## src/rtl/joy_dir_arb.sv

```systemverilog
// +----------------------------------------------------------------------------+
// | joy_dir_arb                                                                |
// | Multi-player joystick direction arbiter: pass / last-pressed / 4-way /     |
// | opposing-cancel. Define JOYDIR_DEBOUNCE_EN to enable input debounce.       |
// | Revision: 1.0                                                              |
// +----------------------------------------------------------------------------+
`default_nettype none

module joy_dir_arb #(
  parameter int PLAYERS    = 2,
  parameter int DEB_CYCLES = 16
) (
  input  logic                 clk,
  input  logic                 reset_n,
  input  logic [1:0]           mode,
  input  logic [PLAYERS-1:0]   dis,
  input  logic [4*PLAYERS-1:0] indir,
  output logic [4*PLAYERS-1:0] outdir,
  output logic [PLAYERS-1:0]   dir_chg
);

  localparam logic [1:0] c_MODE_PASS = 2'd0;
  localparam logic [1:0] c_MODE_LAST = 2'd1;
  localparam logic [1:0] c_MODE_4WAY = 2'd2;
  localparam logic [1:0] c_MODE_SOCD = 2'd3;

  if (DEB_CYCLES < 1 || DEB_CYCLES > 65535) begin : g_bad_deb_cycles
    $error("joy_dir_arb: DEB_CYCLES must be in 1..65535");
  end

  // One-hot of the highest set bit: up > down > left > right.
  function automatic logic [3:0] f_top1(input logic [3:0] v);
    f_top1 = 4'b0000;
    if (v[3])      f_top1 = 4'b1000;
    else if (v[2]) f_top1 = 4'b0100;
    else if (v[1]) f_top1 = 4'b0010;
    else if (v[0]) f_top1 = 4'b0001;
  endfunction

  logic [1:0] r_mode_q;
  logic       w_mode_chg;

  always_ff @(posedge clk or negedge reset_n) begin
    if (!reset_n) r_mode_q <= 2'd0;
    else          r_mode_q <= mode;
  end

  assign w_mode_chg = (mode != r_mode_q);

  for (genvar p = 0; p < PLAYERS; p++) begin : g_player
    logic [3:0] r_s1;
    logic [3:0] r_s2;
    logic [3:0] w_stb;
    logic [3:0] r_stb_q;
    logic [3:0] w_np;
    logic [3:0] r_mask;
    logic [3:0] w_nxt;
    logic [3:0] r_out;
    logic       r_chg;

    always_ff @(posedge clk or negedge reset_n) begin
      if (!reset_n) begin
        r_s1 <= 4'b0000;
        r_s2 <= 4'b0000;
      end else begin
        r_s1 <= indir[4*p +: 4];
        r_s2 <= r_s1;
      end
    end

`ifdef JOYDIR_DEBOUNCE_EN
    localparam logic [15:0] c_DEB_LAST = 16'(DEB_CYCLES - 1);

    for (genvar b = 0; b < 4; b++) begin : g_deb
      logic [15:0] r_cnt;
      logic        r_stb;

      // A bit is accepted only after it has differed for DEB_CYCLES cycles.
      always_ff @(posedge clk or negedge reset_n) begin
        if (!reset_n) begin
          r_cnt <= 16'd0;
          r_stb <= 1'b0;
        end else if (r_s2[b] == r_stb) begin
          r_cnt <= 16'd0;
        end else if (r_cnt == c_DEB_LAST) begin
          r_stb <= r_s2[b];
          r_cnt <= 16'd0;
        end else begin
          r_cnt <= r_cnt + 16'd1;
        end
      end

      assign w_stb[b] = r_stb;
    end
`else
    assign w_stb = r_s2;
`endif

    assign w_np = w_stb & ~r_stb_q;

    always_ff @(posedge clk or negedge reset_n) begin
      if (!reset_n) begin
        r_stb_q <= 4'b0000;
        r_mask  <= 4'b1111;
      end else begin
        r_stb_q <= w_stb;
        if (dis[p] || w_mode_chg)
          r_mask <= 4'b1111;
        else if (w_np != 4'b0000)
          r_mask <= f_top1(w_np);
        else if ((w_stb & r_mask) == 4'b0000)
          r_mask <= 4'b1111;
      end
    end

    always_comb begin
      w_nxt = w_stb;
      case (mode)
        c_MODE_PASS: w_nxt = w_stb;
        c_MODE_LAST: w_nxt = w_stb & r_mask;
        c_MODE_4WAY: w_nxt = f_top1(w_stb & r_mask);
        c_MODE_SOCD: begin
          if (w_stb[3] && w_stb[2]) w_nxt[3:2] = 2'b00;
          if (w_stb[1] && w_stb[0]) w_nxt[1:0] = 2'b00;
        end
        default: w_nxt = w_stb;
      endcase
    end

    always_ff @(posedge clk or negedge reset_n) begin
      if (!reset_n) begin
        r_out <= 4'b0000;
        r_chg <= 1'b0;
      end else begin
        r_out <= w_nxt;
        r_chg <= (w_nxt != r_out);
      end
    end

    assign outdir[4*p +: 4] = r_out;
    assign dir_chg[p]       = r_chg;
  end

endmodule

`default_nettype wire
```

## config.mk

```make
export PLATFORM = sky130hd
export DESIGN_NAME = joy_dir_arb
export DESIGN_NICKNAME = d
export VERILOG_FILES = /design/src/rtl/joy_dir_arb.sv
export SDC_FILE = /design/constraint.sdc
export NUM_CORES = 1
export LEC_CHECK = 0
export BUFFER_PORTS_ARGS = -buffer_cell sky130_fd_sc_hd__buf_4
export CORE_ASPECT_RATIO = 0.5
export CORE_MARGIN = 1.5
export CORE_UTILIZATION = 55
export DETAILED_ROUTE_END_ITERATION = 16
export GPL_TIMING_DRIVEN = 0
export PLACE_DENSITY_LB_ADDON = 0.3
export SYNTH_ARGS = -nofsm -noshare
export SYNTH_HDL_FRONTEND = slang
export SYNTH_SLANG_ARGS = --single-unit
```

## constraint.sdc

```tcl
create_clock -name clk -period 2.5 [get_ports clk]
set_input_delay 0.5 -clock clk [delete_from_list [all_inputs] [get_ports clk]]
set_output_delay 0.5 -clock clk [all_outputs]
set_load 0.005 [all_outputs]
```

**Yosys cells after proc, flatten, opt, wreduce, memory -nomap -nowiden**

Index checks and enable logic that the tools add are counted.

- Register bits: 44
- Output and inout port bits: 10
- Logic and storage cells: 66

- Reductions and logical operators: 13
- Bitwise operators: 6
- Mux-type cells: 28
- Eq/ne operators: 6

Operator list:

| kind | number |
|---|---|
| $mux 4 | 10 |
| $pmux 4 s4 | 2 |
| $and 4x4->4 | 4 |
| $mux 2 | 8 |
| $mux 3 | 4 |
| $logic_not 4->1 | 2 |
| $ne 4x4->1 | 2 |
| $not 4->4 | 2 |
| $reduce_bool 4->1 | 2 |
| $reduce_bool 3->1 | 2 |
| $eq 2x2->1 const B | 2 |
| $logic_and 1x1->1 | 4 |
| $mux 1 | 4 |
| $eq 2x1->1 const B | 1 |
| $logic_not 2->1 | 1 |
| $logic_or 1x1->1 | 2 |
| $ne 2x2->1 | 1 |

**Longest topological paths before layout**

- Depth after elaboration: 8
- Depth in mapped cells: 7
- Depth with buffers taken out: 5

**Worst setup path after synthesis**

OpenSTA, ideal clock, no wires.

- Path type: reg-to-reg
- Start point: reg g_player[0].r_mask[2]
- End point: reg g_player[0].r_chg
- Slack: 0.659 ns
- Library setup time: 0.139 ns
- Cell stages (with the launch flop): 6
- Arrival time: 1.703 ns
- Buffers on the path: 0
- Cell sequence: dfstp_2 -> a222oi_1 -> nor3b_1 -> o31a_1 -> xor2_1 -> or4_1

- Word-level cells in the longest chain between the ends: 5

RTL lines:

| what | RTL line | source |
|---|---|---|
| from (decl) | 56 | `logic [3:0] r_mask;` |
| from (signal assigned) | 110 | `r_mask <= f_top1(w_np);` |
| $and 4x4->4 | 121 | `c_MODE_4WAY: w_nxt = f_top1(w_stb & r_mask);` |
| $mux 3 | 35 | `else if (v[2]) f_top1 = 4'b0100;` |
| $mux 4 | 34 | `if (v[3]) f_top1 = 4'b1000;` |
| $pmux 4 s4 | 118 | `case (mode)` |
| named net g_player[0].w_nxt[0] | 57 | `logic [3:0] w_nxt;` |
| $ne 4x4->1 | 136 | `r_chg <= (w_nxt != r_out);` |
| to (signal assigned) | 136 |  |
| to (decl) | 59 | `logic r_chg;` |

The timed path passes the listed nets, and every way through them passes these cells.
A chain may end at the register's enable or synchronous reset.

**Worst setup path after layout**

Same ends and word-level chain as after synthesis.

==> summary.txt <==
Status
  – Outcome: complete, no violations

Power
  – Power per Cell Area: 682 mW/mm^2
  – Worst VDD drop: 0.440 mV
  – Leak pwr: 0.920 nW
  – Power consumption: 1.39 mW

Drt
  – Via count: 1127
  – WL per Instance: 13.7 um
  – Iter 0 DRT Violations: 30
  – Total Wirelength: 2920 um
  – Detailed Routing Iterations Pass 1: 4
  – DRC: 0
  – ANT nets after route: 0
  – DR vias/cell: 5.29

Global route
  – Initial antenna violation count: 0
  – First-pass GRT wire length: 4930 um
  – Pin count of the biggest net entering global routing: 45
  – Gr usage total: 19.8%
  – Grt ovf: 0
  – Vias in the first global route: 1092

Place
  – GPL Wtd Cong: 0.774
  – Pre-CTS setup slack: 0.400 ns
  – DP HPWL: 2050 um
  – Port Buffers: 23

Worst setup path
  – Worst Reg-to-Reg Cells: 5
  – WS Path Type: reg2reg
  – Worst-path cell chain: a222oi_1, nor3b_1, o31a_1, xor2_1, or4_1
  – CP Capture Type: register
  – Setup crit start kind: register
  – Slowest-stage cell, CP: dfstp_2
  – Worst path max stage delay: 0.58 ns
  – CP Data Arrival Time: 2.13 ns
  – Max FO, Critical Path: 5
  – Critical Path RT: 2.67 ns

Timing
  – Final worst slack: 0.532 ns
  – Setup Viol. Count Final: 0
  – FMAX: 0.508 GHz
  – Worst-Margin Slew: 0.531 ns
  – Setup TNS: 0 ns
  – Period minus WS final: 1.97 ns
  – RSZ-0062 raised after global routing: false
  – Slew Limit Fails: 0
  – Fin. Hold Viols: 0
  – Relative slew slack: 64.6%
  – Period utilization: 78.7%
  – Clock skew: 0.00279 ns

Worst hold path
  – Worst hold path class: in2async

Floorplan
  – Initial core utilization: 57.6%
  – Row Count: 14
  – Die Y: 42.6 um
  – # IOs: 24
  – Core area: 0.00300 sq mm
  – Die width: 82.2 um
  – DIE AREA: 0.00350 sq mm

Synthesis
  – Synthesized Nets: 156
  – Yosys reg bits: 44
  – Sequential share of the synthesized area: 64.4%
  – Count of cell types in the netlist: 31
  – Avg Inst Size Synth: 12.1 sq um
  – Yosys warning count: 0
  – Post-Syn Instances: 142
  – Cell Area, Synth: 0.00172 sq mm

Clock tree
  – H-tree levels: 2
  – Root buf cell: clkbuf_8
  – Clock Latency Late Sink: 0.30 ns
  – Clk buf depth: 2
  – Worst-path clk slew: 0.08 ns
  – CTS tree: yes
  – Post-cts sizing count: 0
  – Setup Buffers After CTS: 0
  – CTS Hold Bufs: 0
  – CTS Sinks: 44
  – CTS buffer count: 5

Job
  – Max cap viols: 0

Layout
  – Commonest non-fill, non-tap cell in the layout: dfrtp_1
  – Layout cells sized above 1: 25.4%
  – Final-stage net count: 186
  – Area Overhead vs Synth: 18.3%
  – Most frequent cells in the layout: 36 x dfrtp_1, 26 x buf_4, 10 x nand2_1
  – FILL cells: 226
  – Antenna Cells: 0
-- cells in the mapped netlist --
library cell / number / area (sq um)
a21oi_1: 5 / 25.0
a221oi_1: 2 / 17.5
a222oi_1: 1 / 10.0
a22o_1: 1 / 8.76
a22oi_1: 1 / 7.51
a2bb2oi_1: 4 / 35.0
and4b_1: 1 / 10.0
buf_2: 2 / 10.0
buf_4: 3 / 22.5
dfrtp_1: 36 / 901
dfstp_2: 8 / 210
inv_1: 5 / 18.8
mux2i_1: 2 / 20.0
nand2_1: 10 / 37.5
nand2b_1: 4 / 25.0
nand3_1: 3 / 15.0
nand4_1: 1 / 6.26
nor2_1: 8 / 30.0
nor2b_1: 9 / 56.3
nor3_1: 3 / 15.0
nor3b_1: 2 / 15.0
o21a_1: 1 / 7.51
o21ai_0: 6 / 30.0
o21ai_1: 3 / 15.0
o22a_1: 4 / 35.0
o22ai_1: 1 / 6.26
o31a_1: 3 / 26.3
or3_1: 2 / 12.5
or4_1: 1 / 7.51
xnor2_1: 6 / 52.6
xor2_1: 4 / 35.0
-- worst paths after layout --
| check | from | endpoint | slack, ns |
|---|---|---|---|
| setup / recovery | g_player[0].r_mask[2] | g_player[0].r_chg | 0.53 |
| hold / removal | reset_n | g_player[1].r_s1[1] | 0.17 |
| min in group clk | indir[4] | g_player[1].r_s1[0] | 0.30 |
| hold reg to reg | g_player[1].r_s1[3] | g_player[1].r_s2[3] | 0.35 |
| setup reg to reg | g_player[0].r_mask[2] | g_player[0].r_chg | 0.53 |
| max in group asynchronous | reset_n | g_player[0].r_mask[1] | 1.94 |
-- final cells by class --
type	instances	area [sq um]	share of cell area, %
Tap cell	40	50.0	2.45
Buffer	5	32.5	1.60
Sequential cell	44	1110	54.5
Clock buffer	6	82.6	4.05
Inverter	5	18.8	0.920
Clock inverter	2	10.0	0.491
Multi-Input combinational cell	88	562	27.5
Timing Repair Buffer	23	173	8.47
-- critical path, delay by kind of cell, from the launching register on --
family | cells | cell delay (ns)
flip-flops | 1 | 0.58
XOR/XNOR | 1 | 0.16
AO/OA/AOI/OAI | 2 | 0.43
AND/OR/NAND/NOR | 2 | 0.67
-- routing by layer --
layer  part of all wire (%)  track usage (%)  up-vias
li1                       -                -      551
met1                     46             25.5      554
met2                     48             31.4       18
met3                    4.7             7.83        4
met4                   0.86             5.08        0
met5                      0                0        -
-- power by group --
part	leakage, nW	switching (mW)	internal [mW]	total (mW)
Clock	0.0510	0.231	0.220	0.452
Combinational	0.363	0.0732	0.0800	0.153
Sequential	0.506	0.0288	0.758	0.787
Total	0.920	0.333	1.06	1.39
-- cell families (layout without fill, tap and decap cells) --
family	count (synthesis)	after routing	synth area share [%]
AO/OA/AOI/OAI	32	32	13.0
XOR/XNOR	10	10	5.08
AND/OR/NAND/NOR	44	44	13.4
multiplexers	2	2	1.16
buffers and inverters	10	41	2.98
flip-flops	44	44	64.4
-- through the flow --
stage	std cells	util [%]	hold slack, ns	cell area, sq um
after floorplan	142	-	0.204	1720
after global placement	205	65.0	0.332	1950
after detailed placement	205	65.0	0.335	1950
after CTS	213	68.1	0.196	2040
after global routing	213	68.1	0.220	2040
final	213	68.1	0.172	2040
-- registers in the layout, indices dropped and copies added, names as in the netlist --
register,count
g_player.r_out,8
g_player.r_s1,8
r_mode_q,2
g_player.r_s2,8
g_player.r_mask,8
g_player.r_chg,2
g_player.r_stb_q,8
Note: power is estimated with default switching activity, not from simulation.
